`src/rtl/seven_seg_pkg.sv`:
```
// rtl/seven_seg_pkg.sv - shared constants and hex font for the seven-segment controller
package seven_seg_pkg;

  // Active-low digit selects; bit0 drives the rightmost digit
  localparam logic [3:0] AN_OFF = 4'b1111;
  localparam logic [3:0] AN_D0  = 4'b1110;
  localparam logic [3:0] AN_D1  = 4'b1101;
  localparam logic [3:0] AN_D2  = 4'b1011;
  localparam logic [3:0] AN_D3  = 4'b0111;

  // All cathodes released
  localparam logic [6:0] SEG_BLANK = 7'h7F;

  // Active-low {g,f,e,d,c,b,a} patterns; entry n is the glyph for hex digit n
  localparam logic [15:0][6:0] HEX_FONT = {
    7'h0E, 7'h06, 7'h21, 7'h46, 7'h03, 7'h08, 7'h10, 7'h00,
    7'h78, 7'h02, 7'h12, 7'h19, 7'h30, 7'h24, 7'h79, 7'h40
  };

  function automatic logic [3:0] anode_for(input logic [1:0] idx);
    case (idx)
      2'd0:    return AN_D0;
      2'd1:    return AN_D1;
      2'd2:    return AN_D2;
      default: return AN_D3;
    endcase
  endfunction

endpackage

```
`src/rtl/seven_seg_display_ctrl_hex_to_seg.sv`:
```
// rtl/seven_seg_display_ctrl_hex_to_seg.sv - combinational nibble to active-low segment decode
module hex_to_seg
  import seven_seg_pkg::*;
(
  input  logic [3:0] nibble,
  output logic [6:0] seg
);

  // Straight table lookup into the shared font
  assign seg = HEX_FONT[nibble];

endmodule

```
`src/rtl/seven_seg_display_ctrl.sv`:
```
// rtl/seven_seg_display_ctrl.sv - 4-digit multiplexed seven-segment driver with tear-free value update
module seven_seg_display_ctrl
  import seven_seg_pkg::*;
#(
  parameter int          DIV_BITS    = 16,
  parameter logic [15:0] RESET_VALUE = 16'h0000
) (
  input  logic        clock,
  input  logic        reset,
  input  logic [15:0] load_value,
  input  logic        load_valid,
  output logic        load_ready,
  input  logic [3:0]  digit_en,
  input  logic        lz_blank,
  input  logic [2:0]  brightness,
  output logic [3:0]  anode,
  output logic [6:0]  seg,
  output logic        dp,
  output logic        frame_start
);

  logic [DIV_BITS-1:0] slot_cnt;
  logic [1:0]          scan_idx;
  logic [15:0]         pending_value;
  logic [15:0]         shown_value;
  logic                pending_full;

  logic                frame_edge;
  logic                load_fire;
  logic [3:0]          cur_nibble;
  logic [6:0]          cur_seg;
  logic [2:0]          top3;
  logic [3:0]          lz_mask;
  logic                digit_lit;

  // Last clock of the slot for digit 3: the only point where a new value may take effect
  assign frame_edge = (&slot_cnt) && (scan_idx == 2'd3);
  assign load_ready = !pending_full;
  assign load_fire  = load_valid && load_ready;
  assign dp         = 1'b1;

  assign cur_nibble = shown_value[{scan_idx, 2'b00} +: 4];
  assign top3       = slot_cnt[DIV_BITS-1 -: 3];

  hex_to_seg u_hex_to_seg (
    .nibble (cur_nibble),
    .seg    (cur_seg)
  );

  // Leading-zero mask: a digit is blankable when it and every digit to its left are zero
  always_comb begin
    lz_mask    = 4'b0000;
    lz_mask[3] = (shown_value[15:12] == 4'h0);
    lz_mask[2] = lz_mask[3] && (shown_value[11:8] == 4'h0);
    lz_mask[1] = lz_mask[2] && (shown_value[7:4] == 4'h0);
  end

  // Counter 0 is a guard cycle so the previous digit's cathodes never ghost onto the next anode
  always_comb begin
    digit_lit = (top3 <= brightness) && (slot_cnt != '0) && digit_en[scan_idx]
                && !(lz_blank && lz_mask[scan_idx]);
  end

  // Slot timer and scan index; the index steps each time the slot counter wraps
  always_ff @(posedge clock or negedge reset) begin
    if (!reset) begin
      slot_cnt <= '0;
      scan_idx <= 2'd0;
    end else begin
      slot_cnt <= slot_cnt + 1'b1;
      if (&slot_cnt) begin
        scan_idx <= scan_idx + 2'd1;
      end
    end
  end

  // Double buffer: capture into pending, promote to shown only at a frame edge
  always_ff @(posedge clock or negedge reset) begin
    if (!reset) begin
      pending_value <= 16'h0000;
      pending_full  <= 1'b0;
      shown_value   <= RESET_VALUE;
    end else begin
      if (load_fire) begin
        pending_value <= load_value;
        pending_full  <= 1'b1;
      end else if (frame_edge && pending_full) begin
        shown_value  <= pending_value;
        pending_full <= 1'b0;
      end
    end
  end

  // Registered pin drive and frame marker, one clock behind the scan state
  always_ff @(posedge clock or negedge reset) begin
    if (!reset) begin
      anode       <= AN_OFF;
      seg         <= SEG_BLANK;
      frame_start <= 1'b0;
    end else begin
      frame_start <= frame_edge;
      if (digit_lit) begin
        anode <= anode_for(scan_idx);
        seg   <= cur_seg;
      end else begin
        anode <= AN_OFF;
        seg   <= SEG_BLANK;
      end
    end
  end

endmodule

```
`config.mk`:
```
export PLATFORM = sky130hd
export DESIGN_NAME = seven_seg_display_ctrl
export DESIGN_NICKNAME = d
export VERILOG_FILES = /design/src/rtl/seven_seg_pkg.sv /design/src/rtl/seven_seg_display_ctrl_hex_to_seg.sv /design/src/rtl/seven_seg_display_ctrl.sv
export SDC_FILE = /design/constraint.sdc
export NUM_CORES = 1
export LEC_CHECK = 0
export CORE_ASPECT_RATIO = 1.25
export CORE_MARGIN = 1
export CORE_UTILIZATION = 25
export DETAILED_ROUTE_END_ITERATION = 8
export HOLD_SLACK_MARGIN = 0.05
export PLACE_DENSITY_LB_ADDON = 0.1
export SLEW_MARGIN = 20
export SYNTH_ARGS = -nofsm -noshare
export SYNTH_HDL_FRONTEND = slang
export SYNTH_SLANG_ARGS = --single-unit
export TNS_END_PERCENT = 20
```
`constraint.sdc`:
```
create_clock -name clock -period 2.52 [get_ports clock]
set_input_delay 0.756 -clock clock [delete_from_list [all_inputs] [get_ports clock]]
set_output_delay 0.756 -clock clock [all_outputs]
set_load 0.05 [all_outputs]
```
==> summary.txt <==
Detailed routing
  • DRT Pass-1 Iters: 5
  • Remaining DRCs: 0
  • Final ANT Viol Nets: 0
  • Via count: 1825
  • Met1 WL: 2680 um
  • DR WL/cell: 13.5 um
  • DR vias/cell: just over 4
  • Initial DRC Count: 60
  • Met3 wire length: about 230 um
  • Met2 wire length: around 2900 um
  • Highest Signal Layer: met4
  • Final WL: 5950 um

Cells and area
  • Layout fillers: 1204
  • Final core utilization: 33.0%
  • N_diodes: 0
  • Final instance area: 0.00385 mm^2
  • Area growth syn-to-layout: 28.0%
  • Final nets: ~320
  • Layout cell share with drive strength beyond 1: 27.6%

Synth
  • Sequential-to-total area share from yosys stat: 52.8%
  • Number of synthesized register bits: between 60 and 70
  • Post-Syn Instances: 227
  • Synth unique cells: 41
  • Synth warnings: 0
  • Post-Syn Area: around 0.0030 mm^2
  • EDFF count, synth: 0
  • Top FF cell, synth: dfrtp_1
  • Syn_nets: 269
  • Post-synth ARST share: 100%
  • Syn avg cell area: 13.3 um^2

Timing
  • Setup TNS: 0 ps
  • Fmax: 0.418 GHz
  • Endpoints failing hold: 0
  • Post-layout min period: 2390 ps
  • Tcrit/Tclk final: 95.0%
  • Worst clock skew: 6.21 ps
  • Setup ws final: 126 ps
  • RSZ-0062 raised after global routing: no
  • Slew Limit Fails: 0
  • Least-Margin Pin Slew: around 500 ps
  • Max-Slew Margin vs Limit: approximately two thirds
  • Final setup fails: 0
  • Hold WS: approximately 440 ps

Worst setup path
  • Buf/Inv on CP: 1
  • Crit path max-delay family: buffers and inverters
  • Critical Path Start Type: register
  • Crit-path cells: clkdlybuf4s50_1
  • Worst Path Max Fanout: 1
  • Kind of critical path: reg -> out
  • Highest-delay cell along the critical path: clkdlybuf4s50_1
  • Critical path capture point type: output port
  • Worst Path Required: 1760 ps
  • CP peak stage delay: 790 ps
  • Crit path DAT: 1640 ps
  • R2R Setup Slk: roughly 420 ps

Clock network
  • CTS H-tree lvls: 3
  • Setup Fix Bufs, Post-CTS: 0
  • Root Buffer: clkbuf_16
  • CTS Buf Count: 9
  • Sink Count: 63
  • Latest clock arrival within the worst-skew pair: 330 ps
  • TritonCTS clock tree: done
  • Maximum clock insertion buffer count: 2
  • CTS resizes: 0
  • # hold bufs at CTS: 0
  • Clock transition at the registers of the reported paths: around 50 ps

Floorplanning
  • Die Y: 125 um
  • Starting density of the core: 25.8%
  • Core ar.: 0.0117 mm^2
  • I/O pins: 41
  • Die span in x: 100 um
  • Die ar.: between 0.01 and 0.015 mm^2
  • Rows: 44

GRT
  • Initial antenna violation count: 0
  • Global-route wire length before repair: 10300 um
  • Largest net degree at the start of global routing: 64
  • Global route total overflow: 0
  • GR Util All Layers: 11.0%
  • Number of global-route vias before repair: 1924

Run
  • Maxcap violations: 0

Worst hold path
  • Hold Crit Class: in -> async

Power and ir drop
  • Pwr/cell area: 611 mW/mm^2
  • VDD IR max: approximately 0.00025 V
  • Leakage: 0.00169 uW

Run status
  • Outcome: completed

Placed design
  • Port bufs: 39
  • Routability Congestion: approximately 0.69
  • Detailed placement HPWL: 4300 um
  • Post-DP Area: 0.00358 mm^2
  • Post-Place Setup Slack: -59.8 ps
[state kept, by name, summed over array words and instances (netlist names)]
register,flops
scan_idx,2
pending_full,1
pending_value,16
slot_cnt,16
anode,4
frame_start,1
shown_value,16
seg,7
[routing by layer]
metal / vias to the layer above / global-route usage (%)
met5: - / 0
met4: 0 / 6.65
met3: 12 / 2.97
met2: 38 / 16.4
met1: 892 / 14.1
li1: 883 / -
[power breakdown]
group | total [uW] | switching [uW] | internal (uW)
registers | 1070 | 18.4 | 1060
logic | 151 | 72.2 | 78.3
clock network | 1130 | 420 | 711
total | 2360 | 511 | 1850
[path summary, 6_finish.rpt]
path | to | from | depth (start not counted)
min in group clock | shown_value[7] | pending_value[7] | 1
max | anode[3] | anode[3] | 1
min | pending_value[1] | reset | 2
max in group asynchronous | seg[4] | reset | 2
max reg2reg | shown_value[5] | slot_cnt[2] | 6
min reg2reg | shown_value[7] | pending_value[7] | 1
[layout by cell type, fill, tap and decap left out, types with 9 or more instances in the layout]
cell and count:
dfstp_2 11, clkbuf_16 9, dfrtp_1 52, ha_1 15, clkdlybuf4s50_1 38, mux2_4 9
nand2_1 18, mux2_2 24, inv_1 13, xnor2_1 11
[cell usage after synthesis (2+ instances only)]
cell | instances | area (um^2)
dfrtp_1 | 52 | 1300
mux2_2 | 24 | 270
nand2_1 | 18 | 67.6
ha_1 | 15 | 188
inv_1 | 13 | 48.8
dfstp_2 | 11 | 289
xnor2_1 | 11 | 96.3
mux2_4 | 9 | 135
nor2_1 | 8 | 30.0
mux4_2 | 6 | 135
nand3_1 | 6 | 30.0
nor2b_1 | 5 | 31.3
nor4_1 | 5 | 31.3
nand4_1 | 4 | 25.0
xor2_1 | 4 | 35.0
buf_6 | 3 | 33.8
o21ai_0 | 3 | 15.0
and3_1 | 2 | 12.5
buf_2 | 2 | 10.0
mux2i_1 | 2 | 20.0
nand2b_1 | 2 | 12.5
nor3_1 | 2 | 10.0
o311ai_0 | 2 | 17.5
[area by class of cell]
type	instances	area, um^2	area share, %
sequential	63	1590	41.3
multi-input combinational	142	1290	33.6
tap	161	201	5.23
clock buffer	12	256	6.66
clock inverter	4	20.0	0.519
inverter	13	48.8	1.27
timing repair buffer	45	443	11.5
[stage by stage]
| step | total power, uW | std cells |
|---|---|---|
| CTS | 2410 | 440 |
| global placement | 1250 | 424 |
| global route | 2470 | 440 |
| detailed placement | 1250 | 424 |
| floorplan | 1160 | 227 |
| finish | 2360 | 440 |
[kinds of logic after synthesis]
kind of cell	Yosys count	synth area share, %
other cells	1	0.125
compound gates	11	2.62
fa+ha+maj	15	6.23
simple gates	59	11.0
flops	63	52.8
xor+xnor	15	4.36
buf+inv	22	4.24
mux	41	18.6
Power figures use the tool's default switching activity.
